===== src/rtl/pc_gen_pkg.sv =====
// Shared constants, pending-redirect entry type and priority encoder for pc_gen.
package pc_gen_pkg;

  localparam logic [31:0] PC_RESET_VEC_DEF = 32'h0000_3000;
  localparam int unsigned PC_INC_DEF       = 4;
  localparam int unsigned PC_MAX_ADDR_W    = 64;
  localparam int unsigned PC_MAX_REDIR     = 32;
  localparam int unsigned PC_IDX_W         = 5;

  typedef struct packed {
    logic [PC_MAX_ADDR_W-1:0] addr;
    logic [PC_IDX_W-1:0]      idx;
    logic                     valid;
  } pendEntry_t;

  // Index of the lowest set bit; 0 when nothing is requested.
  function automatic logic [PC_IDX_W-1:0] lowestIdx(input logic [PC_MAX_REDIR-1:0] req);
    logic [PC_IDX_W-1:0] res;
    res = '0;
    for (int i = PC_MAX_REDIR - 1; i >= 0; i--) begin
      if (req[i]) res = PC_IDX_W'(i);
    end
    return res;
  endfunction

endpackage


===== src/rtl/pc_redir_arb.sv =====
// Combinational redirect arbiter: lowest asserted channel wins, its target is muxed out.
module pc_redir_arb
  import pc_gen_pkg::*;
#(
  parameter int unsigned ADDR_W    = 32,
  parameter int unsigned NUM_REDIR = 3,
  parameter int unsigned IDX_W     = 2
) (
  input  logic [NUM_REDIR-1:0]        redir_valid,
  input  logic [NUM_REDIR*ADDR_W-1:0] redir_addr,
  output logic                        new_valid,
  output logic [IDX_W-1:0]            new_idx,
  output logic [ADDR_W-1:0]           new_addr
);

  always_comb begin
    new_valid = |redir_valid;
    new_idx   = IDX_W'(lowestIdx(PC_MAX_REDIR'(redir_valid)));
    new_addr  = '0;
    for (int i = 0; i < int'(NUM_REDIR); i++) begin
      if (IDX_W'(i) == new_idx) new_addr = redir_addr[i*ADDR_W +: ADDR_W];
    end
  end

endmodule


===== src/rtl/pc_gen.sv =====
// Fetch-stage program counter with prioritised redirects and a one-deep stall buffer.
// Optional performance counters are enabled by defining PCGEN_PERF_EN.
module pc_gen
  import pc_gen_pkg::*;
#(
  parameter int unsigned ADDR_W    = 32,
  parameter logic [31:0] RESET_VEC = PC_RESET_VEC_DEF,
  parameter int unsigned INC       = PC_INC_DEF,
  parameter int unsigned NUM_REDIR = 3
`ifdef PCGEN_PERF_EN
  ,
  parameter int unsigned CNT_W     = 32
`endif
) (
  input  logic                        Clk,
  input  logic                        PcReSet,
  input  logic                        stall,
  input  logic [NUM_REDIR-1:0]        redir_valid,
  input  logic [NUM_REDIR*ADDR_W-1:0] redir_addr,
  output logic [ADDR_W-1:0]           PC,
  output logic                        pend_valid,
  output logic [NUM_REDIR-1:0]        redir_taken,
  output logic                        misalign_err
`ifdef PCGEN_PERF_EN
  ,
  output logic [CNT_W-1:0]            redir_cnt,
  output logic [CNT_W-1:0]            stall_cnt
`endif
);

  localparam int unsigned IDX_W = (NUM_REDIR > 1) ? $clog2(NUM_REDIR) : 1;
  localparam logic [ADDR_W-1:0] LOW_MASK = ADDR_W'(INC - 1);
  localparam logic [ADDR_W-1:0] PC_STEP  = ADDR_W'(INC);

  logic                 newValid;
  logic [IDX_W-1:0]     newIdx;
  logic [ADDR_W-1:0]    newAddr;

  pendEntry_t           pend;
  pendEntry_t           pendNext;
  logic [IDX_W-1:0]     pendIdx;
  logic [ADDR_W-1:0]    pendAddr;

  logic                 candValid;
  logic [IDX_W-1:0]     candIdx;
  logic [ADDR_W-1:0]    candAddr;

  logic [ADDR_W-1:0]    pcNext;
  logic [NUM_REDIR-1:0] takenNext;
  logic                 misNext;
  logic                 redirApply;
  logic                 pendUnused;

  pc_redir_arb #(
    .ADDR_W   (ADDR_W),
    .NUM_REDIR(NUM_REDIR),
    .IDX_W    (IDX_W)
  ) uArb (
    .redir_valid(redir_valid),
    .redir_addr (redir_addr),
    .new_valid  (newValid),
    .new_idx    (newIdx),
    .new_addr   (newAddr)
  );

  assign pendIdx    = IDX_W'(pend.idx);
  assign pendAddr   = ADDR_W'(pend.addr);
  assign pend_valid = pend.valid;
  // Upper bits of the generic entry beyond ADDR_W/IDX_W are never consumed.
  assign pendUnused = ^pend;

  // Candidate pick, then next-state for PC, pending entry and status pulses.
  always_comb begin
    candValid  = 1'b0;
    candIdx    = '0;
    candAddr   = '0;
    pcNext     = PC;
    pendNext   = pend;
    takenNext  = '0;
    misNext    = 1'b0;
    redirApply = 1'b0;

    if (newValid && (!pend.valid || (newIdx <= pendIdx))) begin
      candValid = 1'b1;
      candIdx   = newIdx;
      candAddr  = newAddr;
    end else if (pend.valid) begin
      candValid = 1'b1;
      candIdx   = pendIdx;
      candAddr  = pendAddr;
    end

    if (!stall && candValid) begin
      pcNext         = candAddr & ~LOW_MASK;
      takenNext      = NUM_REDIR'(1) << candIdx;
      misNext        = |(candAddr & LOW_MASK);
      pendNext.valid = 1'b0;
      redirApply     = 1'b1;
    end else if (!stall) begin
      pcNext = PC + PC_STEP;
    end else if (newValid) begin
      pendNext.addr  = PC_MAX_ADDR_W'(candAddr);
      pendNext.idx   = PC_IDX_W'(candIdx);
      pendNext.valid = 1'b1;
    end
  end

  always_ff @(posedge Clk) begin
    if (PcReSet) begin
      PC           <= ADDR_W'(RESET_VEC);
      pend         <= '0;
      redir_taken  <= '0;
      misalign_err <= 1'b0;
    end else begin
      PC           <= pcNext;
      pend         <= pendNext;
      redir_taken  <= takenNext;
      misalign_err <= misNext;
    end
  end

`ifdef PCGEN_PERF_EN
  // Saturating event counters.
  always_ff @(posedge Clk) begin
    if (PcReSet) begin
      redir_cnt <= '0;
      stall_cnt <= '0;
    end else begin
      if (redirApply && (redir_cnt != '1)) redir_cnt <= redir_cnt + CNT_W'(1);
      if (stall && (stall_cnt != '1))      stall_cnt <= stall_cnt + CNT_W'(1);
    end
  end
`else
  logic applyUnused;
  assign applyUnused = redirApply;
`endif

endmodule


===== config.mk =====
export PLATFORM = sky130hd
export DESIGN_NAME = pc_gen
export DESIGN_NICKNAME = d
export VERILOG_FILES = /design/src/rtl/pc_gen_pkg.sv /design/src/rtl/pc_redir_arb.sv /design/src/rtl/pc_gen.sv
export SDC_FILE = /design/constraint.sdc
export NUM_CORES = 1
export LEC_CHECK = 0
export ABC_AREA = 1
export CAP_MARGIN = 40
export CORE_ASPECT_RATIO = 1.75
export CORE_MARGIN = 2
export CORE_UTILIZATION = 49
export DETAILED_ROUTE_END_ITERATION = 10
export PLACE_DENSITY = 0.85
export SLEW_MARGIN = 15
export SYNTH_ARGS = -nofsm -noshare
export SYNTH_HDL_FRONTEND = slang
export SYNTH_HIERARCHICAL = 1
export SYNTH_SLANG_ARGS = --single-unit

===== constraint.sdc =====
create_clock -name Clk -period 2.3 [get_ports Clk]
set_clock_uncertainty 0.1 [all_clocks]
set_input_delay 0.345 -clock Clk [delete_from_list [all_inputs] [get_ports Clk]]
set_output_delay 0.345 -clock Clk [all_outputs]
set_load 0.005 [all_outputs]

**Yosys cells after proc, flatten, opt, wreduce, memory -nomap -nowiden**

Index checks and enable logic that the tools add are counted.

- Equality and inequality tests: 3
- Muxes and demuxes: 14
- Bitwise logic cells: 1
- Shifts and indexed selects: 1
- Add/subtract/negate cells: 1
- Magnitude comparators: 1
- Reduce and logical (&&, ||, !) cells: 12

Operators by type and width:

| operator | number |
|---|---|
| 2-to-1 mux 32 bit | 7 |
| adder 32 x 3 -> 32 bit, second input constant | 1 |
| 2-to-1 mux 2 bit | 5 |
| OR reduction 2 bit | 3 |
| AND reduction 3 bit | 1 |
| OR reduction 3 bit | 1 |
| left shift 1 x 2 -> 3 bit, first input constant | 1 |
| equality test 1 x 2 -> 1 bit, first input constant | 1 |
| equality test 2 bit, first input constant | 1 |
| <= comparator 2 bit | 1 |
| logical AND 1 bit | 2 |
| zero test 1 bit | 2 |
| zero test 2 bit | 1 |
| 2-to-1 mux 1 bit | 2 |
| inequality test 2 x 1 -> 1 bit, second input constant | 1 |
| AND reduction 2 bit | 1 |
| logical OR 1 bit | 1 |
| inverter 1 bit | 1 |

- Input bits: 102
- Register bits after elaboration: 71

**Logic depth before layout (Yosys ltp)**

Gate-level depths: netlist of the first run.

- Word-level depth: 10
- Depth in mapped cells: 17
- Depth with buffers taken out: 15

**Cells and area by module**

The synthesis of the first run kept the hierarchy.

Modules (own cells, without submodules):

| module | cells each | sequential area each (µm²) | times used | area an instance (µm²) |
|---|---|---|---|---|
| pc_gen | 739 | 1,381.3 | 1 | 4,421.7 |
| pc_redir_arb | 149 | 0.0 | 1 | 668.1 |

**Least setup slack after synthesis of the first run**

No wires, ideal clock.

- Path type: input-to-reg
- From: in redir_valid[1]
- To: reg PC[19]
- Arrival: 1.783 ns
- Setup slack: 0.304 ns
- Path buffers: 2
- Cell stages on the path: 14
- Required time: 2.088 ns
- Setup time: 0.112 ns
- Path through: inv_2 -> nor2_4 -> buf_2 -> inv_1 -> ha_1 -> a21oi_2 -> nand2_2 -> buf_2 -> nand3_1 -> nand3_1 -> nand2_1 -> inv_1 -> nand2_1 -> nand2_1

- Longest elaborated chain between the ends: 8
- Elaborated cells between the ends (all ways): 17
- Those cells by class: order compare: 1; eq/ne: 3; mux: 8; reduce/logical: 5

Ends and longest elaborated chain:

| element | RTL line | text |
|---|---|---|
| start: declaration | pc_gen.sv:18 | `input logic [NUM_REDIR-1:0] redir_valid,` |
| 2-to-1 mux 2 bit * (2 in series) | pc_gen_pkg.sv:21 | `if (req[i]) res = PC_IDX_W'(i);` |
| named net newIdx[0] | pc_gen.sv:36 | `logic [IDX_W-1:0] newIdx;` |
| <= comparator 2 bit or zero test 2 bit (tied branches) | pc_gen.sv:83, pc_redir_arb.sv:21 |  |
| logical OR 1 bit or 2-to-1 mux 32 bit (tied branches) | pc_gen.sv:83, pc_redir_arb.sv:21 |  |
| logical AND 1 bit or 2-to-1 mux 32 bit (tied branches) | pc_gen.sv:83, pc_redir_arb.sv:21 |  |
| 2-to-1 mux 1 bit or 2-to-1 mux 32 bit (tied branches) | pc_gen.sv:83, pc_redir_arb.sv:21 |  |
| logical AND 1 bit or 2-to-1 mux 32 bit (tied branches) | pc_gen.sv:93, pc_gen.sv:83 |  |
| inequality test 2 x 1 -> 1 bit (no line) or 2-to-1 mux 32 bit (tied branches) | n/a |  |
| end signal: assignment | pc_gen.sv:110 | `PC <= ADDR_W'(RESET_VEC);` |
| end signal: assignment | pc_gen.sv:115 | `PC <= pcNext;` |
| end: declaration | pc_gen.sv:20 | `output logic [ADDR_W-1:0] PC,` |

Mark *: on every way through the listed nets, which the timed path passes. The rest lies on a longest branch.
A chain may end at the register's enable or synchronous reset.

**Final worst setup path of the first run**

- From: in redir_valid[0]
- To: reg PC[12]

- Longest elaborated chain between the ends: 7
- Elaborated cells between the ends (all ways): 16
- Those cells by class: order compare: 1; eq/ne: 3; mux: 7; reduce/logical: 5

Ends and longest elaborated chain:

| element | RTL line |
|---|---|
| 2-to-1 mux 2 bit * | pc_gen_pkg.sv:21 |
| named net newIdx[1] | pc_gen.sv:36 |
| <= comparator 2 bit or zero test 2 bit (tied branches) | pc_gen.sv:83, pc_redir_arb.sv:21 |
| logical OR 1 bit or 2-to-1 mux 32 bit (tied branches) | pc_gen.sv:83, pc_redir_arb.sv:21 |
| logical AND 1 bit or 2-to-1 mux 32 bit (tied branches) | pc_gen.sv:83, pc_redir_arb.sv:21 |
| 2-to-1 mux 1 bit or 2-to-1 mux 32 bit (tied branches) | pc_gen.sv:83, pc_redir_arb.sv:21 |
| logical AND 1 bit or 2-to-1 mux 32 bit (tied branches) | pc_gen.sv:93, pc_gen.sv:83 |
| inequality test 2 x 1 -> 1 bit (no line) or 2-to-1 mux 32 bit (tied branches) | n/a |

Marked as above.

==> qor.csv, run 1 <==
stage;metric;value;unit
worst_setup_path;crit end category;flip-flop;
grt;largest net degree at the start of global routing;34;
synth;FFs w/ async S/R, synth;0;%
place;I/O Buffers;136;
route;DRC;0;
synth;Synth Flop Type;dfxtp_1;
grt;Overall Global Routing Usage;28.63;%
sta;max-slew violations;0;
cts;CTS H-tree depth;3;
cts;Root Buffer Master;clkbuf_16;
grt;GRT Residual Overflow;0;
worst_setup_path;critical path class;in2reg;
cts;Num CTS Buffers;9;
worst_setup_path;slowest stage delay, CP;490;ps
layout;ANT cells;0;
route;routed wl met2;7839;um
cts;Post-CTS Setup Bufs;0;
synth;Post-Syn Area;0.005090;mm^2
pwr;Leak Pwr;0.003352;uW
sta;FMAX;0.4667;GHz
worst_setup_path;most frequent cell on the critical path;nand2_1;
worst_setup_path;crit path launch type;primary input;
route;via density per instance;5.282;
layout;fin nets;1124;
worst_setup_path;maximum fanout along the worst path;12;
synth;Syn Area/Cell;5.732;um^2
route;Routed met3 length;890;um
synth;Synth Register Bits;69;
synth;number of synthesized flops with an enable pin;0;
route;top routing layer used;met4;
floorplanning;Starting Density;50.01;%
synth;largest area contributor in the netlist;dfxtp_1;
sta;Final Hold Vio Count;0;
synth;cell count after synthesis;888;
synth;ranking of synthesized cells by area;dfxtp_1 27%, nand2_1 21%, nand3_1 19%;
grt;initial antenna violation count;0;
synth;Cell variety after synth;35;
worst_setup_path;CP bufs+invs;2;
sta;Min Clock Period, post-route;2143;ps
pwr;pwr dens;544.0;mW/mm^2
route;Starting DRT DRC Count;336;
floorplanning;core area;0.01018;mm^2
route;vias;6080;
worst_setup_path;crit-path leading delay family;simple AND/OR/NAND/NOR gates;
run;Max Cap Viol;0;
pwr;VDD IR-drop max;0.4306;mV
sta;Setup TNS;0;ps
route;Routed WL;15360;um
layout;layout cell share with drive strength beyond 1;6.543;%
floorplanning;IO Pins;139;
route;Post-DRT Antenna Nets;0;
sta;Setup violations, final;0;
synth;Yosys top cell area share;27.14;%
worst_setup_path;Arr. time, crit path;2310;ps
route;met1 wire length;6020;um
cts;CTS Buffer Depth;2;
place;Placed Cells;1135;
place;HPWL after DPL;11610;um
cts;Clock Latency Late Sink;340;ps
worst_setup_path;critical-path cell list;clkdlybuf4s50_1 > nor3_2 > ha_1 > nand2_1 > nand2_1 > nand2_2 > buf_4 > nand3_1 > nand3_1 > nand2_1 > a21oi_1;
cts;CTS sink cnt;69;
synth;Ys Warns;6;
route;Initial DRT Pass Iterations;5;
grt;vias in the first global route;5691;
floorplanning;Horiz. Die Dim;81.05;um
worst_setup_path;Slowest-stage cell, CP;clkdlybuf4s50_1;
floorplanning;Die Span Y;138.8;um
layout;Layout Cells excl Fill;1151;
place;RD Place Congestion;0.9546;
layout;Layout area overhead;36.73;%
grt;first-pass GRT wire length;26020;um
synth;sequential fraction of the synthesis area;27.14;%
cts;clock-pin slew on the worst setup and hold paths;60;ps
sta;final worst path period share;93.16;%
worst_hold_path;HP Class;reg2reg;
status;status;finished clean;
route;DR WL/cell;13.35;um
floorplanning;Cell Rows;49;
worst_setup_path;CP required;2470;ps
floorplanning;die area;0.01125;mm^2
cts;TritonCTS clock tree;yes;
sta;unrepaired setup endpoints after global routing;false;
==> cell usage after synthesis (4+ instances only) <==
cell type / instances
clkbuf_1: 11
nand3_1: 189
o21bai_1: 8
o211ai_1: 24
nor2_2: 5
a21oi_1: 10
dfxtp_1: 69
buf_6: 4
nand2_1: 288
nor2_1: 66
inv_2: 5
buf_4: 5
inv_1: 119
buf_2: 24
o21ai_2: 4
o21ai_0: 26
==> final cells by class <==
class / instances / area, um^2
clock inverters: 4 / 70.07
repair buffers: 166 / 1630
fillers: 931 / 3218
well taps: 127 / 158.9
multi-input cells: 648 / 2993
clock buffers: 12 / 256.5
flip-flops and latches: 69 / 1381
inverters: 125 / 469.2
==> kinds of logic after synthesis <==
kind of cell / Yosys count / synth area share [%]
AO/OA/AOI/OAI: 80 / 10.23
flip-flops: 69 / 27.14
buffers and inverters: 172 / 14.23
XOR/XNOR: 3 / 0.5163
AND/OR/NAND/NOR: 560 / 47.07
adder cells (fa/ha/maj): 3 / 0.7375
other: 1 / 0.07368
==> cells in the final DEF (no fill, tap or decap), drive strengths merged <==
master         instances
nor2                  72
nor3                   1
clkbuf                12
a31oi                  2
a21oi                 11
o211ai                24
nand3b                 2
conb                   2
buf                   30
inv                  124
xnor2                  3
ha                     3
o21bai                 8
dfxtp                 69
clkdlybuf4s50        135
o211a                  1
dlymetal6s2s           1
nand4                  3
nand2                291
clkinv                 3
and2                   1
nand3                190
bufinv                 2
o21ai                 33
o21a                   1
==> what timing repair did <==
item	CTS	global route
gates resized for setup	0	3
endpoints found under the setup margin	0	45
hold buffers	0	0
==> sequential cells by signal (all words and copies together) (netlist names) <==
name	count
misalign_err	1
PC	30
pend_valid	1
redir_taken	3
pend	34
==> worst reg2reg max path, cell delays in order, from the launching register on <==
cell     delay, ps
dfxtp_1        440
ha_1           230
nand2_1         80
nor2_1         170
nand2_1        190
nor2_2         290
nand2_1         90
nand2_1         60
nand3_1         80
nand2_1         90
nand2_1         40
==> routing by layer <==
layer,vias to the layer above,global-route usage (%)
met5,-,0
met4,0,14.90
met3,37,3.581
met2,254,48.33
met1,2696,34.59
li1,3093,-
==> power breakdown <==
part,internal [uW],switching (uW),leakage (uW)
sequential,1290,88.9,0.000570
clock,1000,508,0.000163
combinational,451,444,0.00262
==> worst paths after layout <==
path,start,cells past startpoint,slack (ps),end
hold / removal,pend[23],2,390,pend[23]
hold reg to reg,pend[23],2,390,pend[23]
setup / recovery,redir_valid[0],11,160,PC[12]
setup reg to reg,PC[2],10,320,PC[30]
==> metrics by stage <==
stage | hold WS, ps | util [%] | cell area, um^2 | worst slack, ps | total power, uW
after detailed placement | 377.2 | 65.06 | 6621 | -216.9 | 2285
after CTS | 395.8 | 68.27 | 6948 | 107.4 | 3792
final | 391.7 | 68.38 | 6959 | 157.3 | 3786
after floorplan | 364.4 | - | 5094 | 304.4 | 1874
after global placement | 376.3 | 65.06 | 6621 | -156.0 | 2272
after global routing | 419.7 | 68.38 | 6959 | 47.80 | 3962
(Power assumes the default switching activity.)
==> run 2: changes to the inputs <==
--- a/config.mk
+++ b/config.mk
@@ -5,13 +5,12 @@
 export SDC_FILE = /design/constraint.sdc
 export NUM_CORES = 1
 export LEC_CHECK = 0
-export ABC_AREA = 1
 export CAP_MARGIN = 40
 export CORE_ASPECT_RATIO = 1.75
 export CORE_MARGIN = 2
-export CORE_UTILIZATION = 49
+export CORE_UTILIZATION = 47
 export DETAILED_ROUTE_END_ITERATION = 10
-export PLACE_DENSITY = 0.85
+export PLACE_DENSITY = 0.86
 export SLEW_MARGIN = 15
 export SYNTH_ARGS = -nofsm -noshare
 export SYNTH_HDL_FRONTEND = slang
==> run 2 against run 1 <==
Effect of this change:
- synthesized cell count decreased by 34%
- sequential share of layout area rose by 1.3 points
- clock power grew 3%
- global-route usage rose by 3.6 points
- non-clock buffer count is 33 higher
- via count is 13% lower
- flip-flop and latch count unchanged
- critical path depth down 1
- count of clock-buffer cells in the layout shrank 2
- sequential power about the same
- critical endpoint is now PC[9]
- largest cell class unchanged
==> qor.csv, run 2 <==
stage;metric;value;unit;change
status;status;finished clean;;
layout;ANT cells;0;;unchanged
layout;fin nets;847;;-25%
route;Starting DRT DRC Count;566;;+68%
cts;CTS Buffer Depth;2;;unchanged
sta;FMAX;0.4621;GHz;-0.99%
layout;Layout area overhead;53.86;%;
cts;Num CTS Buffers;9;;unchanged
synth;number of synthesized flops with an enable pin;0;;unchanged
layout;final instance area;0.006526;mm^2;-6.2%
route;Initial DRT Pass Iterations;7;;+2
place;HPWL after DPL;11250;um;-3.1%
layout;layout cell share with drive strength beyond 1;14.86;%;+8.3 points
worst_hold_path;HP Class;in2reg;;
worst_setup_path;Register-to-Register Setup Slack;140;ps;-180 ps
worst_setup_path;critical path class;reg2reg;;
synth;largest area contributor in the netlist;dfxtp_1;;
synth;Yosys top cell area share;32.57;%;+5.4 points
worst_setup_path;FF-to-FF Start;pend[2];;
run;Max Cap Viol;0;;unchanged
floorplanning;core area;0.008727;mm^2;-14%
floorplanning;Starting Density;48.60;%;-1.4 points
layout;register area;0.001381;mm^2;unchanged
cts;Root Buffer Master;clkbuf_16;;
worst_setup_path;Arr. time, crit path;2290;ps;-20 ps
layout;Largest register FFs;34;;unchanged
pwr;pwr dens;594.1;mW/mm^2;+9.2%
synth;sequential fraction of the synthesis area;32.57;%;+5.4 points
floorplanning;Cell Rows;45;;-8.2%
cts;TritonCTS clock tree;yes;;
sta;max-slew violations;0;;unchanged
cts;clock-pin slew on the worst setup and hold paths;60;ps;about the same
grt;largest net degree at the start of global routing;52;;+53%
synth;Ys Warns;6;;unchanged
sta;unrepaired setup endpoints after global routing;false;;
synth;Post-Syn Area;0.004242;mm^2;-17%
route;Post-DRT Antenna Nets;0;;unchanged
worst_setup_path;maximum fanout along the worst path;6;;-6
synth;Synth Register Bits;69;;unchanged
place;RD Place Congestion;0.8497;;-11%
route;DR WL/cell;17.81;um;+33%
synth;ranking of synthesized cells by area;dfxtp_1 33%, a21oi_1 9.9%, o32ai_1 7.8%;;
route;Routed WL;15390;um;+0.14%
worst_setup_path;Reg2Reg Depth;10;;unchanged
grt;initial antenna violation count;0;;unchanged
route;vias;5303;;-13%
synth;FFs w/ async S/R, synth;0;%;unchanged
sta;hold_ws;307.7;ps;-84.02 ps
synth;Cell variety after synth;61;;+74%
place;DP Area;0.006116;mm^2;-7.6%
layout;most common cell after layout, fill and taps aside;clkdlybuf4s50_1;;
synth;Synth Flop Type;dfxtp_1;;
layout;Reg with most FFs;pend;;
cts;CTS H-tree depth;3;;unchanged
worst_setup_path;Critical path origin;pend[2];;
route;DRC;0;;unchanged
layout;biggest regs;pend x34, PC x30, redir_taken x3;;
sta;Setup violations, final;0;;unchanged
sta;final worst path period share;94.09;%;+0.93 points
place;I/O Buffers;136;;unchanged
cts;Clock Latency Late Sink;350;ps;about the same
layout;fill cell count;647;;-31%
floorplanning;die area;0.009830;mm^2;-13%
floorplanning;Horiz. Die Dim;75.81;um;-6.5%
worst_setup_path;CP endpoint;PC[9];;
place;Placement Setup Slack;-680.4;ps;-463.5 ps
sta;Min Clock Period, post-route;2164;ps;+21.40 ps
grt;vias in the first global route;5238;;-8.0%
grt;Overall Global Routing Usage;32.18;%;+3.6 points
layout;Layout Cells excl Fill;864;;-25%
place;Placed Cells;843;;-26%
sta;final setup margin;135.9;ps;-21.40 ps
pwr;VDD IR-drop max;0.4526;mV;+5.1%
grt;first-pass GRT wire length;24460;um;-6.0%
floorplanning;IO Pins;139;;unchanged
pwr;Leak Pwr;0.002454;uW;-27%
synth;cell count after synthesis;585;;-34%
floorplanning;Die Span Y;129.7;um;-6.6%
cts;CTS sink cnt;69;;unchanged
worst_setup_path;worst flop-to-flop path endpoint;PC[9];;
grt;GRT Residual Overflow;0;;unchanged
worst_setup_path;crit path launch type;flip-flop;;
layout;commonest non-fill, non-tap cells in the layout;132 x clkdlybuf4s50_1, 83 x a21oi_1, 82 x nand2_1;;
synth;Synth top cells by count;84 x a21oi_1, 84 x nand2_1, 69 x dfxtp_1, 62 x nor2_1, 38 x o32ai_1;;
synth;Syn Area/Cell;7.251;um^2;+26%
sta;Final Hold Vio Count;0;;unchanged
worst_setup_path;crit end category;flip-flop;;
sta;Setup TNS;0;ps;unchanged
layout;area occupied by multi-input gates;0.002659;mm^2;-11%
route;via density per instance;6.138;;+16%
worst_setup_path;CP required;2430;ps;-40 ps
[run 2: cell count changes in the layout (fill, tap and decap cells not counted), moves of 21 or more]
| cell | before | now |
|---|---|---|
| nand2_1 | 288 | 82 |
| nand3_1 | 189 | 21 |
| inv_1 | 119 | 13 |
| a21oi_1 | 10 | 83 |
| o32ai_1 | 0 | 38 |
| buf_4 | 26 | 52 |
| o211ai_1 | 24 | 3 |
[run 2: worst min-delay path by stage]
stage | to | cells after the start | from | slack (ps)
after detailed placement | pend[26] | 2 | pend[26] | 350
after global placement | pend[6] | 2 | pend[6] | 340
final | PC[21] | 2 | PcReSet | 310
after CTS | PC[21] | 2 | PcReSet | 290
after floorplan | pend[7] | 2 | pend[7] | 330
after global routing | PC[21] | 2 | PcReSet | 330
[run 2: kinds of logic (layout without fill, tap and decap cells)]
logic type               count (synthesis)  in the layout  share of synthesized area, %
AND/OR/NAND/NOR                        231            232                         25.22
AO/OA/AOI/OAI                          208            208                         32.77
adder cells (fa/ha/maj)                  3              3                        0.8851
flip-flops                              69             69                         32.57
buffers and inverters                   70            230                         7.729
other                                    1              2                       0.08841
multiplexers                             3              3                        0.7375
[run 2: critical path, cell delays in order (launching register included)]
cell	delay, ps
dfxtp_1	340
inv_1	80
ha_1	290
nor2b_1	130
o211ai_1	160
buf_4	170
nand2_2	80
buf_4	170
a31oi_1	300
a21o_1	160
a21oi_1	50
[run 2: what timing repair did]
item	CTS	global route
buffers inserted	3	1
gates resized for setup	10	7
pin swaps	7	2
cloned	1	0
setup endpoints to repair	68	17
hold buffers	0	0
[run 2: area by class of cell]
cell class | count | share of cell area [%]
Inverter | 15 | 0.9011
Tap cell | 117 | 2.243
Clock buffer | 10 | 3.662
Clock inverter | 6 | 1.457
Multi-Input combinational cell | 448 | 40.74
Timing Repair Buffer | 199 | 29.83
Sequential cell | 69 | 21.17
[run 2: metrics by stage]
stage | util [%] | total power (uW)
after detailed placement | 70.08 | 2308
after global routing | 74.78 | 4026
after global placement | 70.08 | 2284
final | 74.78 | 3877
after CTS | 74.58 | 3853
after floorplan | - | 1840
[run 2: report_power, final]
group	total [uW]	internal, uW	switching, uW
Sequential	1390	1290	94.5
Clock	1550	988	566
Combinational	937	511	426
Total	3880	2790	1090
[run 2: per-layer routing]
metal | track usage [%] | wire (um)
met1 | 38.43 | 5827
met2 | 54.06 | 8055
met3 | 5.910 | 968
met4 | 15.07 | 534
met5 | 0 | 0
==> edit 1 (config.mk and constraints of run 1) <==
Register the output `redir_taken` once more, without a reset; this adds one clock of latency there. The other outputs are not delayed to match.
--- a/src/rtl/pc_gen.sv
+++ b/src/rtl/pc_gen.sv
@@ -31,6 +31,8 @@
   localparam int unsigned IDX_W = (NUM_REDIR > 1) ? $clog2(NUM_REDIR) : 1;
   localparam logic [ADDR_W-1:0] LOW_MASK = ADDR_W'(INC - 1);
   localparam logic [ADDR_W-1:0] PC_STEP  = ADDR_W'(INC);
+
+  logic [NUM_REDIR-1:0] redir_taken_s0;
 
   logic                 newValid;
   logic [IDX_W-1:0]     newIdx;
@@ -109,12 +111,12 @@
     if (PcReSet) begin
       PC           <= ADDR_W'(RESET_VEC);
       pend         <= '0;
-      redir_taken  <= '0;
+      redir_taken_s0 <= '0;
       misalign_err <= 1'b0;
     end else begin
       PC           <= pcNext;
       pend         <= pendNext;
-      redir_taken  <= takenNext;
+      redir_taken_s0 <= takenNext;
       misalign_err <= misNext;
     end
   end
@@ -135,5 +137,9 @@
   assign applyUnused = redirApply;
 `endif
 
+  always_ff @(posedge Clk) begin
+    redir_taken <= redir_taken_s0;
+  end
+
 endmodule
 
Function: changed (Yosys sat finds a counterexample within 4 cycles, from zero or initial values and one cycle with PcReSet high).
==> edit 1 against run 1 <==
- synthesized area is 1.2% higher
- sequential cell count is 3 higher
- sequential power is 4% higher
- total power is 4.5% higher
- via count is 1.4% higher
- design area is 1.5% higher
- setup slack worse by 0.019 ns
- utilization is 0.64 points higher
- wire length is 4.3% higher
- non-clock buffer count stayed put
- global-route usage is 0.97 points higher
- critical endpoint is now PC[4]$_SDFFE_PP0P_
- highest routed layer unchanged
==> edit 1: results (changes against run 1) <==
The net switching power came out at 1100 µW (+5.5%). Diode insertion count for antenna repair: 0 (unchanged). The largest fanout on the critical path came out at 36 (+24). The total detailed-routing wirelength was 16000 µm (+4.3%). The logs give 3 (unchanged) for the depth of the CTS H-tree and 36.1% (+1.5 points) for the global routing usage on met1. The final global-route overflow total came out at 0 (unchanged).

The async set-or-reset flop fraction in the synthesized netlist was 0% (unchanged). The run gives 0.00337 µW (+0.41%) as the leakage power summed over all cells. The delay of the slowest critical-path stage works out to 0.50 ns. The flow ran to the end, and the final reports show no timing, DRC or antenna violations.

The tools report the wire length of the first global-routing pass as 26700 µm (+2.8%). The run gives 5749 (+1.0%) as the number of global-route vias before repair. At the pin with the least slew margin, the transition time is 0.529 ns.

The average via count per standard cell is 5.32 (+0.64%). In the final layout, the registers with the most flip-flops are pend (34), PC (30). The slack of the worst reg-to-reg path is 0.40 ns (+0.08 ns). For the met3 layer usage reported by global route, the log shows 4.15% (+0.57 points). The top register by number of flip-flops was pend.

The overall fraction of global-route tracks in use is 29.6% (+0.97 points), and the fraction of the mapped netlist area in compound gates is 9.76% (-0.46 points). Peak supply drop: 0.000380 V (-12%). The maximum root-to-sink buffer count is 2 (unchanged), and the multiplexer share of the synthesized area is 0% (unchanged). The path type of the worst min-delay path is register to register. The HPWL reported at the end of detailed placement was 12000 µm (+3.5%); the global routing met2 resource utilization was 50.3% (+2.0 points).

The post-cts gate resize count is 0 (unchanged), and the number of buffer cells added on primary ports is 136 (unchanged). The logs give 28.0% (+0.84 points) for the part of the Yosys area used for sequential elements and -0.241 ns (-0.0246 ns) for the worst slack at placement. Number of DRC markers in iteration 0: 410 (+22%). Sorting the synthesized cells by area gives the leading types as sky130_fd_sc_hd__dfxtp_1, sky130_fd_sc_hd__nand2_1, sky130_fd_sc_hd__nand3_1. For the final net count, the log shows 1133 (+0.80%). The highest clock rate is 0.463 GHz (-0.86%).

Sorting the synthesized cells by how often they occur yields sky130_fd_sc_hd__nand2_1, sky130_fd_sc_hd__nand3_1, sky130_fd_sc_hd__inv_1, sky130_fd_sc_hd__dfxtp_1, sky130_fd_sc_hd__nor2_1. The run gives 6 (unchanged) as the synthesis warning total. The share of post-route cells with drive strength above 1 came out at 6.39% (-0.15 points). For the number of distinct library cell variants in the gate-level netlist after synthesis, the log shows 30 (-14%). The total placed instance area is 6710 µm² (+1.4%), and the number of buffers created by CTS is 9 (unchanged). The run gives 37 (+8.8%) as the pin count of the biggest net entering global routing. On the critical path, the stage with the largest delay is an instance of sky130_fd_sc_hd__clkdlybuf4s50_1. At the worst endpoint, the arrival time is 2.32 ns. The fraction of the mapped netlist area in adder cells works out to 0.729% (-0.0090 points). The weighted congestion reported at the end of routability-driven placement is 0.951 (-0.36%). Xor/xnor cell area share of the yosys netlist: 0.680% (+0.16 points).
## edit 1: cells by family after synthesis
group	Yosys count
AO/OA/AOI/OAI	78
XOR/XNOR	4
flip-flops	72
AND/OR/NAND/NOR	568
buffers and inverters	171
other	1
adder cells (fa/ha/maj)	3
## edit 1: layout make-up
cell class	instances	area, µm²
clock buffer	9	225
clock inverter	7	120
fill	871	3170
inverter	124	465
multi-input combinational	655	3000
sequential	72	1440
tap	127	159
timing repair buffer	166	1650
## edit 1: worst paths after layout
path | startpoint | depth (start not counted) | to
hold reg to reg | redir_taken_s0[1]$_SDFF_PP0_ | 0 | redir_taken[1]$_DFF_P_
setup reg to reg | pend_valid$_SDFFE_PP0P_ | 9 | PC[4]$_SDFFE_PP0P_
hold / removal | redir_taken_s0[1]$_SDFF_PP0_ | 0 | redir_taken[1]$_DFF_P_
setup / recovery | redir_valid[0] | 11 | PC[4]$_SDFFE_PP0P_
## edit 1: worst max-delay path, delay by kind of cell
family / cells / cell delay, ns
and+or+nand+nor: 6 / 0.74
buffers and inverters: 2 / 0.69
adders and majority gates: 1 / 0.28
AOI/OAI and AO/OA: 2 / 0.27
## edit 1: power groups by stage
stage	clock network (µW)	registers [µW]	logic, µW
after floorplan	0	1440	488
after detailed placement	0	1460	889
after global routing	1690	1450	1010
after global placement	0	1460	877
final	1610	1440	901
after CTS	1620	1440	897
## edit 1: metrics by stage
| stage | std cells | power (µW) | hold slack [ns] |
|---|---|---|---|
| 2_1_floorplan | 898 | 1930 | 0.210 |
| 3_3_place_gp | 1144 | 2340 | 0.212 |
| 3_5_place_dp | 1144 | 2350 | 0.213 |
| 4_1_cts | 1160 | 3960 | 0.232 |
| 5_1_grt | 1160 | 4140 | 0.245 |
| 6_report | 1160 | 3960 | 0.229 |
## edit 1: metal layers
metal / share of wire (%) / wire, µm / vias up
met5: 0 / 0 / -
met1: 40 / 6380 / 2729
met2: 51 / 8150 / 281
met3: 5.5 / 877 / 40
met4: 3.8 / 613 / 0
li1: - / - / 3117
==> edit 2 (flow settings as in run 1) <==
Without the edit above. Add a define of `PCGEN_PERF_EN`.
--- a/src/rtl/pc_gen.sv
+++ b/src/rtl/pc_gen.sv
@@ -1,5 +1,7 @@
 // Fetch-stage program counter with prioritised redirects and a one-deep stall buffer.
 // Optional performance counters are enabled by defining PCGEN_PERF_EN.
+`define PCGEN_PERF_EN
+
 module pc_gen
   import pc_gen_pkg::*;
 #(
Function (old outputs only; new: redir_cnt and stall_cnt): kept (Yosys induction, for registers that start in step).
==> edit 2 against run 1 <==
- sequential cell count is 64 higher
- design area is 76% higher
- total power increased by 68%
- critical endpoint is now redir_cnt[2]$_SDFFE_PP0P_
- maximum frequency grew 0.38%
- synthesized area is 82% higher
- wire length grew 94%
- register-to-register slack lost 0.11 ns
- critical path depth decreased by 1
- setup slack better by 0.0081 ns
==> edit 2: results (changes against run 1) <==
The flow ran to the end, and the final reports show no timing, DRC or antenna violations. The tools report the weighted congestion reported at the end of routability-driven placement as 0.967 (+1.3%). The sequential power share came out at 39.6% (+3.2 points). The global routing met2 resource utilization came out at 58.1% (+9.7 points).

The logs give 10800 (+78%) for the total number of vias and 37 (+5.7%) for the number of distinct library cell variants in the gate-level netlist after synthesis. Power dissipated in sequential cells: 2510 µW (+82%). The routed length on met2 was 16100 µm (+110%); the number of buffer cells added on primary ports was 200 (+47%).

The fraction of the mapped netlist area in compound gates was 10.6% (+0.37 points). The end of the critical path is redir_cnt[2]$_SDFFE_PP0P_. The fraction of area in registers was 21.7% (+1.9 points). The delay of the slowest critical-path stage is 0.59 ns (+0.10 ns), and the number of DRC markers in iteration 0 is 761 (+130%).

The endpoint identified for the worst register-to-register timing path is stall_cnt[15]$_SDFFE_PP0P_. After synthesis, the cell types taking the most area are sky130_fd_sc_hd__dfxtp_1, sky130_fd_sc_hd__nand2_1, sky130_fd_sc_hd__nand3_1. The part of the Yosys area used for sequential elements is 28.8% (+1.6 points), and the met3 layer usage reported by global route is 4.90% (+1.3 points). For the total detailed-routing wirelength, the log shows 29800 µm (+94%). The net switching power is 1720 µW (+65%), and the number of clock-tree buffers in the layout is 20 (+8). The post-cts gate resize count is 1 (+1), and the number of buffers created by CTS is 17 (+8). The fill cell instance count of the final layout was 1751 (+88%). The xor/xnor cell area share of the yosys netlist works out to 2.56% (+2.0 points). The relative area of non-clock buffer cells in the final design was 20.1% (-3.3 points). The number of signal-net buffers in the layout is 250 (+51%). The tools report the power dissipated in the clock network as 2800 µW (+85%).

The largest fanout on the critical path is 28 (+16), and the leakage power summed over all cells is 0.00518 µW (+55%). In this run the critical register-to-register path is launched from stall_cnt[0]$_SDFFE_PP0P_. The logs give 23300 µm (+100%) for the HPWL reported at the end of detailed placement and 133 (+93%) for the number of sinks driven by the clock tree. The run gives 5530 µm² (+85%) as the total area of multi-input combinational cells. For the number of multi-input combinational cells, the log shows 1204 (+86%).

By count the netlist is led by sky130_fd_sc_hd__nand2_1, sky130_fd_sc_hd__nand3_1, sky130_fd_sc_hd__inv_1, sky130_fd_sc_hd__nor2_1, sky130_fd_sc_hd__dfxtp_1. For the slack of the worst reg-to-reg path, the log shows 0.21 ns (-0.11 ns). The fraction of the mapped netlist area in adder cells is 0.676% (-0.061 points).

The logs give 4 (+1) for the depth of the CTS H-tree and 0.42 ns (+0.08 ns) for the clock latency reported for the late side of the worst-skew pair. The data arrival time of the critical path is 2.38 ns (+0.07 ns). The overall fraction of global-route tracks in use came out at 29.9% (+1.3 points). The largest registers in the layout are pend (34), redir_cnt (32), stall_cnt (32). The ratio of final minimum period to clock period was 92.8% (-0.35 points).

For the length of the first detailed-routing pass in iterations, the log shows 6 (+1). Met1 wire length: 10500 µm (+75%). The clock network area share was 4.90% (+0.21 points). The worst slack at placement was -0.445 ns (-0.228 ns); the layout inverter count without the clock tree was 187 (+50%).

The tools report the number of global-route vias before repair as 10400 (+82%).
edit 2: cell count changes after synthesis, moves of 13 or more:
cell | before | now
sky130_fd_sc_hd__a21oi_2 | 1 | 26
sky130_fd_sc_hd__nor2_1 | 66 | 166
sky130_fd_sc_hd__nand2_1 | 288 | 569
sky130_fd_sc_hd__nand3_1 | 189 | 202
sky130_fd_sc_hd__o211ai_1 | 24 | 4
sky130_fd_sc_hd__clkbuf_1 | 11 | 26
sky130_fd_sc_hd__dfxtp_1 | 69 | 133
sky130_fd_sc_hd__xor2_1 | 0 | 17
sky130_fd_sc_hd__o21ai_0 | 26 | 56
sky130_fd_sc_hd__a21oi_1 | 10 | 69
sky130_fd_sc_hd__nand2_2 | 2 | 18
sky130_fd_sc_hd__inv_1 | 119 | 182
edit 2: worst min-delay path by stage:
stage,from,to,slack [ns],depth (start not counted)
floorplan,PC[31]$_SDFFE_PP0P_,PC[31]$_SDFFE_PP0P_,0.37,2
global placement,PC[31]$_SDFFE_PP0P_,PC[31]$_SDFFE_PP0P_,0.37,2
detailed placement,PC[31]$_SDFFE_PP0P_,PC[31]$_SDFFE_PP0P_,0.38,2
CTS,PcReSet,pend[16]$_SDFFE_PP0P_,0.34,4
global route,PcReSet,pend[21]$_SDFFE_PP0P_,0.38,4
finish,PcReSet,pend[20]$_SDFFE_PP0P_,0.35,4
edit 2: metrics by stage:
step                hold slack, ns  setup TNS, ns  cells  instance area [µm²]
floorplan                    0.373              0   1589                 9260
finish                       0.352              0   2044                12300
global placement             0.369         -17.24   2012                11600
detailed placement           0.381         -27.46   2012                11600
global route                 0.376      -0.000691   2044                12300
CTS                          0.341              0   2044                12200
edit 2: critical path: cells and delay by family:
kind	cells	cell delay, ns
AO/OA/AOI/OAI	1	0.16
AND/OR/NAND/NOR	6	0.70
buffers and inverters	3	1.15
